==> src/rtl/muldiv_pkg.sv <==
// rtl/muldiv_pkg.sv - op encodings, FSM states and HI/LO select constants for muldiv_unit
package muldiv_pkg;

  typedef enum logic [2:0] {
    OP_MULTU = 3'd0,
    OP_MULT  = 3'd1,
    OP_DIVU  = 3'd2,
    OP_DIV   = 3'd3,
    OP_MADDU = 3'd4,
    OP_MADD  = 3'd5,
    OP_MSUBU = 3'd6,
    OP_MSUB  = 3'd7
  } op_e;

  typedef enum logic [1:0] {
    ST_IDLE = 2'd0,
    ST_MUL  = 2'd1,
    ST_DIV  = 2'd2,
    ST_FIX  = 2'd3
  } state_e;

  localparam logic SEL_HI = 1'b0;
  localparam logic SEL_LO = 1'b1;

  function automatic logic op_is_div(input logic [2:0] op);
    return op[2:1] == 2'b01;
  endfunction

  function automatic logic op_is_acc(input logic [2:0] op);
    return op[2];
  endfunction

  function automatic logic op_is_sub(input logic [2:0] op);
    return op[1];
  endfunction

endpackage

==> src/rtl/muldiv_if.sv <==
// rtl/muldiv_if.sv - command, direct-write and HI/LO result bundle of muldiv_unit
interface muldiv_if #(
  parameter int WIDTH = 32
);
  logic             start;
  logic [2:0]       op;
  logic [WIDTH-1:0] a;
  logic [WIDTH-1:0] b;
  logic             hilo_we;
  logic             hilo_sel;
  logic [WIDTH-1:0] wdata;
  logic             busy;
  logic             done;
  logic [WIDTH-1:0] hi;
  logic [WIDTH-1:0] lo;

  modport master (
    output start, op, a, b, hilo_we, hilo_sel, wdata,
    input  busy, done, hi, lo
  );

  modport slave (
    input  start, op, a, b, hilo_we, hilo_sel, wdata,
    output busy, done, hi, lo
  );
endinterface

==> src/rtl/muldiv_div_seq.sv <==
// rtl/muldiv_div_seq.sv - restoring radix-2 divider on operand magnitudes, one quotient bit per cycle
module muldiv_div_seq #(
  parameter int WIDTH = 32
) (
  input  logic             clk,
  input  logic             reset,
  input  logic             start,
  input  logic [WIDTH-1:0] a,
  input  logic [WIDTH-1:0] b,
  input  logic             is_signed,
  output logic             busy,
  output logic [WIDTH-1:0] quotient,
  output logic [WIDTH-1:0] remainder
);
  localparam int CW = $clog2(WIDTH + 1);

  logic [WIDTH-1:0] quo_q, quo_d, rem_q, rem_d, dvs_q, dvs_d;
  logic [CW-1:0]    cnt_q, cnt_d;
  logic [WIDTH-1:0] mag_a, mag_b;
  logic [WIDTH:0]   shifted, diff;

  always_comb begin
    mag_a   = (is_signed && a[WIDTH-1]) ? -a : a;
    mag_b   = (is_signed && b[WIDTH-1]) ? -b : b;
    shifted = {rem_q, quo_q[WIDTH-1]};
    diff    = shifted - {1'b0, dvs_q};
    quo_d   = quo_q;
    rem_d   = rem_q;
    dvs_d   = dvs_q;
    cnt_d   = cnt_q;
    if (start) begin
      quo_d = mag_a;
      rem_d = '0;
      dvs_d = mag_b;
      cnt_d = CW'(WIDTH);
    end else if (cnt_q != '0) begin
      cnt_d = cnt_q - CW'(1);
      // Negative trial difference means restore: keep the shifted remainder.
      if (!diff[WIDTH]) begin
        rem_d = diff[WIDTH-1:0];
        quo_d = {quo_q[WIDTH-2:0], 1'b1};
      end else begin
        rem_d = shifted[WIDTH-1:0];
        quo_d = {quo_q[WIDTH-2:0], 1'b0};
      end
    end
  end

  always_ff @(posedge clk or posedge reset) begin
    if (reset) begin
      quo_q <= '0;
      rem_q <= '0;
      dvs_q <= '0;
      cnt_q <= '0;
    end else begin
      quo_q <= quo_d;
      rem_q <= rem_d;
      dvs_q <= dvs_d;
      cnt_q <= cnt_d;
    end
  end

  assign busy      = (cnt_q != '0);
  assign quotient  = quo_q;
  assign remainder = rem_q;
endmodule

==> src/rtl/muldiv_unit.sv <==
// rtl/muldiv_unit.sv - multi-cycle MUL/DIV unit with architectural HI/LO registers
// Optional MULDIV_MADD_EN enables the MADD/MSUB accumulate ops (op 4..7).
module muldiv_unit
  import muldiv_pkg::*;
#(
  parameter int WIDTH      = 32,
  parameter int MUL_CYCLES = 5
) (
  input logic      clk,
  input logic      reset,
  muldiv_if.slave  bus
);
  localparam int CNT_W = $clog2(WIDTH + 17);
  localparam int W2    = 2 * WIDTH;

  state_e           state_q, state_d;
  logic [CNT_W-1:0] cnt_q, cnt_d;
  logic [WIDTH-1:0] hi_q, hi_d, lo_q, lo_d, a_q, a_d;
  logic [W2-1:0]    res_q, res_d;
  logic             dz_q, dz_d, qneg_q, qneg_d, rneg_q, rneg_d;

  logic             is_signed, is_div, op_ok, accept, done;
  logic [W2-1:0]    ext_a, ext_b, product, mul_val;
  logic             div_busy;
  logic [WIDTH-1:0] div_quo, div_rem;

  always_comb begin
    is_signed = bus.op[0];
    is_div    = op_is_div(bus.op);
    ext_a     = is_signed ? {{WIDTH{bus.a[WIDTH-1]}}, bus.a} : {{WIDTH{1'b0}}, bus.a};
    ext_b     = is_signed ? {{WIDTH{bus.b[WIDTH-1]}}, bus.b} : {{WIDTH{1'b0}}, bus.b};
    product   = ext_a * ext_b;
  end

`ifdef MULDIV_MADD_EN
  logic [W2-1:0] acc;
  assign op_ok = 1'b1;
  // Accumulate base is the HI/LO value at accept, so the whole result is registered then.
  always_comb begin
    acc = {hi_q, lo_q};
    if (!op_is_acc(bus.op))     mul_val = product;
    else if (op_is_sub(bus.op)) mul_val = acc - product;
    else                        mul_val = acc + product;
  end
`else
  assign op_ok   = !op_is_acc(bus.op);
  assign mul_val = product;
`endif

  assign accept = (state_q == ST_IDLE) && bus.start && op_ok;

  muldiv_div_seq #(.WIDTH(WIDTH)) u_div (
    .clk       (clk),
    .reset     (reset),
    .start     (accept && is_div),
    .a         (bus.a),
    .b         (bus.b),
    .is_signed (is_signed),
    .busy      (div_busy),
    .quotient  (div_quo),
    .remainder (div_rem)
  );

  always_comb begin
    state_d = state_q;
    cnt_d   = cnt_q;
    hi_d    = hi_q;
    lo_d    = lo_q;
    res_d   = res_q;
    a_d     = a_q;
    dz_d    = dz_q;
    qneg_d  = qneg_q;
    rneg_d  = rneg_q;
    done    = 1'b0;
    case (state_q)
      ST_IDLE: begin
        if (accept) begin
          a_d    = bus.a;
          dz_d   = (bus.b == '0);
          qneg_d = is_signed && (bus.a[WIDTH-1] ^ bus.b[WIDTH-1]);
          rneg_d = is_signed && bus.a[WIDTH-1];
          res_d  = mul_val;
          if (is_div) begin
            state_d = ST_DIV;
            cnt_d   = CNT_W'(WIDTH - 1);
          end else begin
            state_d = ST_MUL;
            cnt_d   = CNT_W'(MUL_CYCLES - 1);
          end
        end else if (bus.hilo_we) begin
          if (bus.hilo_sel == SEL_HI) hi_d = bus.wdata;
          else                        lo_d = bus.wdata;
        end
      end
      ST_MUL: begin
        if (cnt_q == '0) begin
          {hi_d, lo_d} = res_q;
          done         = 1'b1;
          state_d      = ST_IDLE;
        end else begin
          cnt_d = cnt_q - CNT_W'(1);
        end
      end
      ST_DIV: begin
        if (cnt_q == '0) state_d = ST_FIX;
        else             cnt_d   = cnt_q - CNT_W'(1);
      end
      ST_FIX: begin
        if (!div_busy) begin
          // Divide by zero bypasses sign fix-up: quotient all ones, remainder is the dividend.
          if (dz_q) begin
            lo_d = '1;
            hi_d = a_q;
          end else begin
            lo_d = qneg_q ? -div_quo : div_quo;
            hi_d = rneg_q ? -div_rem : div_rem;
          end
          done    = 1'b1;
          state_d = ST_IDLE;
        end
      end
      default: state_d = ST_IDLE;
    endcase
  end

  always_ff @(posedge clk or posedge reset) begin
    if (reset) begin
      state_q <= ST_IDLE;
      cnt_q   <= '0;
      hi_q    <= '0;
      lo_q    <= '0;
      res_q   <= '0;
      a_q     <= '0;
      dz_q    <= 1'b0;
      qneg_q  <= 1'b0;
      rneg_q  <= 1'b0;
    end else begin
      state_q <= state_d;
      cnt_q   <= cnt_d;
      hi_q    <= hi_d;
      lo_q    <= lo_d;
      res_q   <= res_d;
      a_q     <= a_d;
      dz_q    <= dz_d;
      qneg_q  <= qneg_d;
      rneg_q  <= rneg_d;
    end
  end

  assign bus.busy = (state_q != ST_IDLE);
  assign bus.done = done;
  assign bus.hi   = hi_q;
  assign bus.lo   = lo_q;
endmodule

==> src/flat_wrapper.sv <==
// flat-port wrapper written by rule: the top's interface ports become plain ports
module muldiv_unit_flat import muldiv_pkg::*;
#(
  parameter int WIDTH      = 32,
  parameter int MUL_CYCLES = 5
)
  (clk, reset, bus_start, bus_op, bus_a, bus_b, bus_hilo_we, bus_hilo_sel, bus_wdata, bus_busy, bus_done, bus_hi, bus_lo);
  muldiv_if #(.WIDTH(WIDTH)) bus_i ();
  input logic clk;
  input logic reset;
  input wire logic [$bits(bus_i.start)-1:0] bus_start;
  input wire logic [$bits(bus_i.op)-1:0] bus_op;
  input wire logic [$bits(bus_i.a)-1:0] bus_a;
  input wire logic [$bits(bus_i.b)-1:0] bus_b;
  input wire logic [$bits(bus_i.hilo_we)-1:0] bus_hilo_we;
  input wire logic [$bits(bus_i.hilo_sel)-1:0] bus_hilo_sel;
  input wire logic [$bits(bus_i.wdata)-1:0] bus_wdata;
  output wire logic [$bits(bus_i.busy)-1:0] bus_busy;
  output wire logic [$bits(bus_i.done)-1:0] bus_done;
  output wire logic [$bits(bus_i.hi)-1:0] bus_hi;
  output wire logic [$bits(bus_i.lo)-1:0] bus_lo;
  assign bus_i.start = bus_start;
  assign bus_i.op = bus_op;
  assign bus_i.a = bus_a;
  assign bus_i.b = bus_b;
  assign bus_i.hilo_we = bus_hilo_we;
  assign bus_i.hilo_sel = bus_hilo_sel;
  assign bus_i.wdata = bus_wdata;
  assign bus_busy = bus_i.busy;
  assign bus_done = bus_i.done;
  assign bus_hi = bus_i.hi;
  assign bus_lo = bus_i.lo;
  muldiv_unit #(.WIDTH(WIDTH), .MUL_CYCLES(MUL_CYCLES)) u_core (.clk(clk), .reset(reset), .bus(bus_i));
endmodule
==> config.mk <==
export PLATFORM = sky130hd
export DESIGN_NAME = muldiv_unit_flat
export DESIGN_NICKNAME = d
export VERILOG_FILES = /design/src/rtl/muldiv_pkg.sv /design/src/rtl/muldiv_if.sv /design/src/rtl/muldiv_div_seq.sv /design/src/rtl/muldiv_unit.sv /design/src/flat_wrapper.sv
export SDC_FILE = /design/constraint.sdc
export NUM_CORES = 2
export LEC_CHECK = 0
export BUFFER_PORTS_ARGS = -buffer_cell sky130_fd_sc_hd__buf_2
export CORE_ASPECT_RATIO = 1.25
export CORE_MARGIN = 5
export CORE_UTILIZATION = 30
export CTS_BUF_LIST = sky130_fd_sc_hd__clkbuf_16
export CTS_CLUSTER_DIAMETER = 120
export CTS_CLUSTER_SIZE = 25
export DETAILED_ROUTE_END_ITERATION = 8
export SLEW_MARGIN = 40
export SYNTH_ARGS = -nofsm -noshare
export SYNTH_HDL_FRONTEND = slang
export SYNTH_SLANG_ARGS = --single-unit
==> constraint.sdc <==
create_clock -name clk -period 9.5 [get_ports clk]
set_input_delay 0.95 -clock clk [delete_from_list [all_inputs] [get_ports clk]]
set_output_delay 0.95 -clock clk [all_outputs]
set_load 0.005 [all_outputs]
# Yosys cells after proc, flatten, opt, wreduce, memory -nomap -nowiden
# Cells that the tools add are included.
# totals
ff_bits	273
input_bits	104
out_inout_bits	66
elab_cells	97
# op_classes
add_sub_neg	7
multipliers	1
eq_ne	13
muxes	41
bitwise	1
reduce_logical	21
# op_table
operator	count
$mux 32	21
$pmux 32 s3	2
$mux 64	2
$neg 32->32	4
$mul 64x64->64	1
$sub 33x32->33	1
$logic_not 32->1	1
$mux 6	4
$ne 2x2->1 const B	6
$pmux 6 s2	1
$reduce_and 6->1	2
$sub 6x1->6 const B	2
$mux 2	5
$pmux 2 s4	1
$logic_and 1x1->1	6
$logic_not 6->1	1
$ne 2x1->1 const B	3
$reduce_bool 2->1	3
$reduce_bool 6->1	1
$mux 5	1
$eq 2x1->1 const B	2
$eq 2x2->1 const B	2
$reduce_and 4->1	1
$mux 1	3
8 further kinds	8

# Longest topological paths before layout
# depth
ltp_word	5
ltp_mapped	38
depth_no_buf	34

# Hierarchy
# Synthesis repeated with hierarchy kept, for this count alone.
# unflattened
cells_unflattened	7052
hier_area_um2	64538.1
# modules_own_cells
mod	instances	cells_per_inst	area_each_um2
muldiv_unit	1	6122	56769.4
muldiv_div_seq	1	930	7768.7

# Least setup slack after synthesis
# Ideal clock, no wire load.
# synth_path
path_kind	input to register
startpoint	input port bus_a[31]
endpoint	register u_core.res_q[61]
setup_time_ns	0.120
t_arrival_ns	9.925
slack_ns	-0.545
cell_stages	33
n_path_buf	5
path_cell_list	clkbuf_1 and2_1 clkbuf_1 clkbuf_1 buf_1 nand2_1 fa_1 inv_1 fa_1 fa_1 inv_1 fa_1 inv_1 fa_1 fa_1 fa_1 fa_1 fa_1 inv_1 fa_1 inv_1 ha_1 clkbuf_1 a21oi_1 o21bai_1 a21o_1 o21ai_0 a21oi_1 o211ai_1 o31a_1 o31ai_1 nand3_1 a31o_2
# synth_between
elab_chain_cells	2
# synth_rtl
item	line	text
start, declared	flat_wrapper.sv:13	input wire logic [$bits(bus_i.a)-1:0] bus_a;
$mux 64	muldiv_unit.sv:30	ext_a = is_signed ? {{WIDTH{bus.a[WIDTH-1]}}, bus.a} : {{WIDTH{1'b0}}, bus.a};
$mul 64x64->64	muldiv_unit.sv:32	product = ext_a * ext_b;
end signal, assigned	muldiv_unit.sv:142	res_q <= res_d;
end, declared	muldiv_unit.sv:19	logic [W2-1:0] res_q, res_d;
# No other way between the ends.
# A chain may end at the register's enable or synchronous reset.

# Worst setup path after layout
# layout_path
startpoint	input port bus_a[31]
endpoint	register u_core.res_q[63]
# The elaborated chain is that of the path after synthesis.

==> results.toml <==
[sta]
final_min_period_over_clock_period_pct = 97.2
fin_crit_ns = 9.23
worst_slew_margin_rel_pct = 43.2
achievable-frequency_mhz = 108
tightest_slew_ns = 0.852
final.setup_skew_ns = 0.0292
final_max_slew_viol_count = 0
post_layout_worst_setup_margin_ns = 0.269
hold_violations = 0
finalSetupViolations = 0

[clock_tree]
post_cts_resized = 0
clockBufferDepth = 3
cts_root_buf = "clkbuf_16"
clkSinkCount = 273
cts_buffers = 14
clock_tree_from_tritoncts = "built"
path_clk_slew_ns = 0.11
total_of_hold_buffers_inserted_after_clock_tree_synthesis = 0
postCtsSetupBuffers = 0
cts_max_level = 1
clk-insertion-delay-late_ns = 0.53

[floorplan]
initial_core_util_pct = 30.1
top_level_ports = 170
floorplan.die.height_um = 528
die_w_um = 424
die-area_um2 = 224000
floorplan.rows = 190
floorplan.core_area_um2 = 214000

[place]
gpl.final_weighted_congestion = 0.950
post-place-cells = 10000
io_buffers = 169
dpl_worst_slack_ns = -0.396
dp.final_hpwl_um = 183000

[global_route]
grtUsageTotal_pct = 19.4
grt_max_degree = 98
grt_overflow = 0
antenna_found_initial = 14
grt_first_pass_wirelength_um = 333000
first_global_vias = 54200

[worst_setup_path]
setup.worst_path.class = "input pin to register"
r2r_slack_ns = 5.00
arrival_ns = 9.66
timing.critical_path.max_delay_family = "adder cells"
critical_path.most_common_cell = "fa_1"
worst_setup_path_start_kind = "input pin"
crit_start = "bus_a[31]"
critical_path.max_stage_delay_ns = 0.71
cp_num_buf_inv = 7
critical_path.slowest_cell = "fa_1"
end_kind = "register"
worst-path-max-fanout = 14
regToRegStartpoint = "u_core.u_div.quotient[31]$_DFFE_PP0P_"
data_required_critical_path_ns = 9.93

[finish]
nNetsFinal = 9149
post_route_cells_drive_above_1_share_pct = 8.34
layout-area-overhead-vs-synth_pct = 9.99
fin_cells = 10100

[yosys]
seq_area_frac_synth_pct = 10.6
synth.avg_cell_area_um2 = 9.03
post_synth_most_frequent_cells = "inv_1, fa_1, nand2_1"
ys_seq_elements = 273
synth.distinct_cells = 76
ys_async_sr_fraction_pct = 100
mappedNetlistNets = 9005
most_frequently_used_cell_type_in_the_post_synthesis_netlist = "inv_1"
mappedNetlistArea_um2 = 64300
post_synth_main_area_contributors = "fa_1, dfrtp_1, inv_1"
post-synth-top-area-fraction_pct = 44.0
post-synth-top-area-cell = "fa_1"
ys_warn_count = 0
synth-main-ff-cell = "dfrtp_1"
synth-edff-count = 0
syn_inst = 7126

[detailed_routing]
routedWlPerCell_um = 21.4
ant_nets = 0
wirelength_um = 215000
drcViolationCount = 0
drt-pass1-iter-count = 6
avgViaCountPerCell = 4.87
vias = 49000
drtIter0Drc = 3195

[run_status]
outcome = "finished, final reports clean"

[hold_path]
worst_hold_path_type = "register to register"
startpoint_of_the_tightest_hold_check_path = "u_core.bus.hi[7]$_DFFE_PP0P_"

[flow_run]
cap_viol_max_count = 0
through the flow:
step                      instance area [µm²]  hold WS (ns)  setup TNS (ns)  util (%)
after global placement                  70200         0.458           -1.98      32.8
after floorplan                         64300         0.439         -0.0231         -
after CTS                               70700         0.487               0      33.0
after detailed placement                70300         0.463           -2.91      32.9
after global routing                    70700         0.502        -0.00371      33.1
final                                   70800         0.483               0      33.1
flip-flops by register name, indices dropped and copies added, names as in the netlist, 2 cells and up:
name and count:
u_core.res_q 64, u_core.a_q 32, u_core.bus.hi 32, u_core.bus.lo 32
u_core.u_div.dvs_q 32, u_core.u_div.quotient 32, u_core.u_div.remainder 32, u_core.cnt_q 6
u_core.u_div.cnt_q 6, u_core.state_q 2
worst reg2reg max path: stages, from the launching register on:
cell      delay [ns]
dfrtp_1         0.47
inv_1           0.14
ha_1            0.20
inv_1           0.06
fa_1            0.40
a21oi_1         0.26
o21ai_2         0.14
o221ai_1        0.34
or3_1           0.27
a21o_1          0.24
a211oi_2        0.13
nor4_1          0.51
or3_2           0.77
mux2i_1         0.33
a21oi_1         0.10
final timing paths:
path / endpoint / depth (start not counted)
setup reg to reg: u_core.u_div.remainder[8]$_DFFE_PP0P_ / 14
hold / removal: u_core.bus.hi[7]$_DFFE_PP0P_ / 2
max in group asynchronous: u_core.dz_q$_DFFE_PP0P_ / 4
setup / recovery: u_core.res_q[63]$_DFFE_PP0P_ / 28
hold reg to reg: u_core.bus.hi[7]$_DFFE_PP0P_ / 2
min in group asynchronous: u_core.bus.lo[11]$_DFFE_PP0P_ / 2
cells in the final DEF, fill, tap and decap left out, types with 11 or more instances in the layout:
cell type and instances:
o41ai_1 17, a21o_1 63, o21bai_1 18, o211ai_1 15
nor3_1 34, or3_1 13, nand4_1 18, buf_2 163
buf_4 340, inv_1 1626, fa_1 1408, a211oi_1 15
xor2_1 105, o21ai_0 281, and2_1 563, nor2b_1 11
a31oi_1 79, nor4_1 14, a22oi_1 31, o21a_1 13
xnor2_1 155, and3_1 41, o21ai_1 11, nand2b_1 22
or4_1 17, clkbuf_16 15, nor2_1 149, buf_12 22
nand3_1 28, nand2_1 943, a22o_1 33, dfrtp_1 272
ha_1 360, o31ai_1 38, a21oi_1 174, mux2i_1 28
logic make-up (layout without fill, tap and decap cells):
family,count (synthesis),in the layout,synth area share [%]
and+or+nand+nor,1902,1902,14.2
buffers and inverters,2037,2181,11.9
muxes,29,29,0.453
xor gates and xnor gates,260,260,3.54
adders and majority gates,1776,1776,51.0
AOI/OAI and AO/OA,849,849,8.20
DFF,273,273,10.6
other,0,6,0
area by class of cell:
type / instances / area, µm²
timing repair buffer: 537 / 3950
antenna: 6 / 15.0
multi-input combinational: 4816 / 50000
inverter: 1628 / 6120
clock buffer: 15 / 375
tap: 2784 / 3480
clock inverter: 1 / 3.75
sequential: 273 / 6830
fill: 22300 / 143000
layer usage:
metal / routed length (µm) / vias to the layer above / global-route usage (%)
li1: - / 21600 / -
met5: 27 / - / 0
met1: 80700 / 25500 / 22.8
met2: 112000 / 1466 / 35.7
met4: 13700 / 4 / 9.42
met3: 9240 / 421 / 1.60
Power is not shown: default switching activity piles up to over one toggle a cycle in this logic, so the estimate is an artifact.
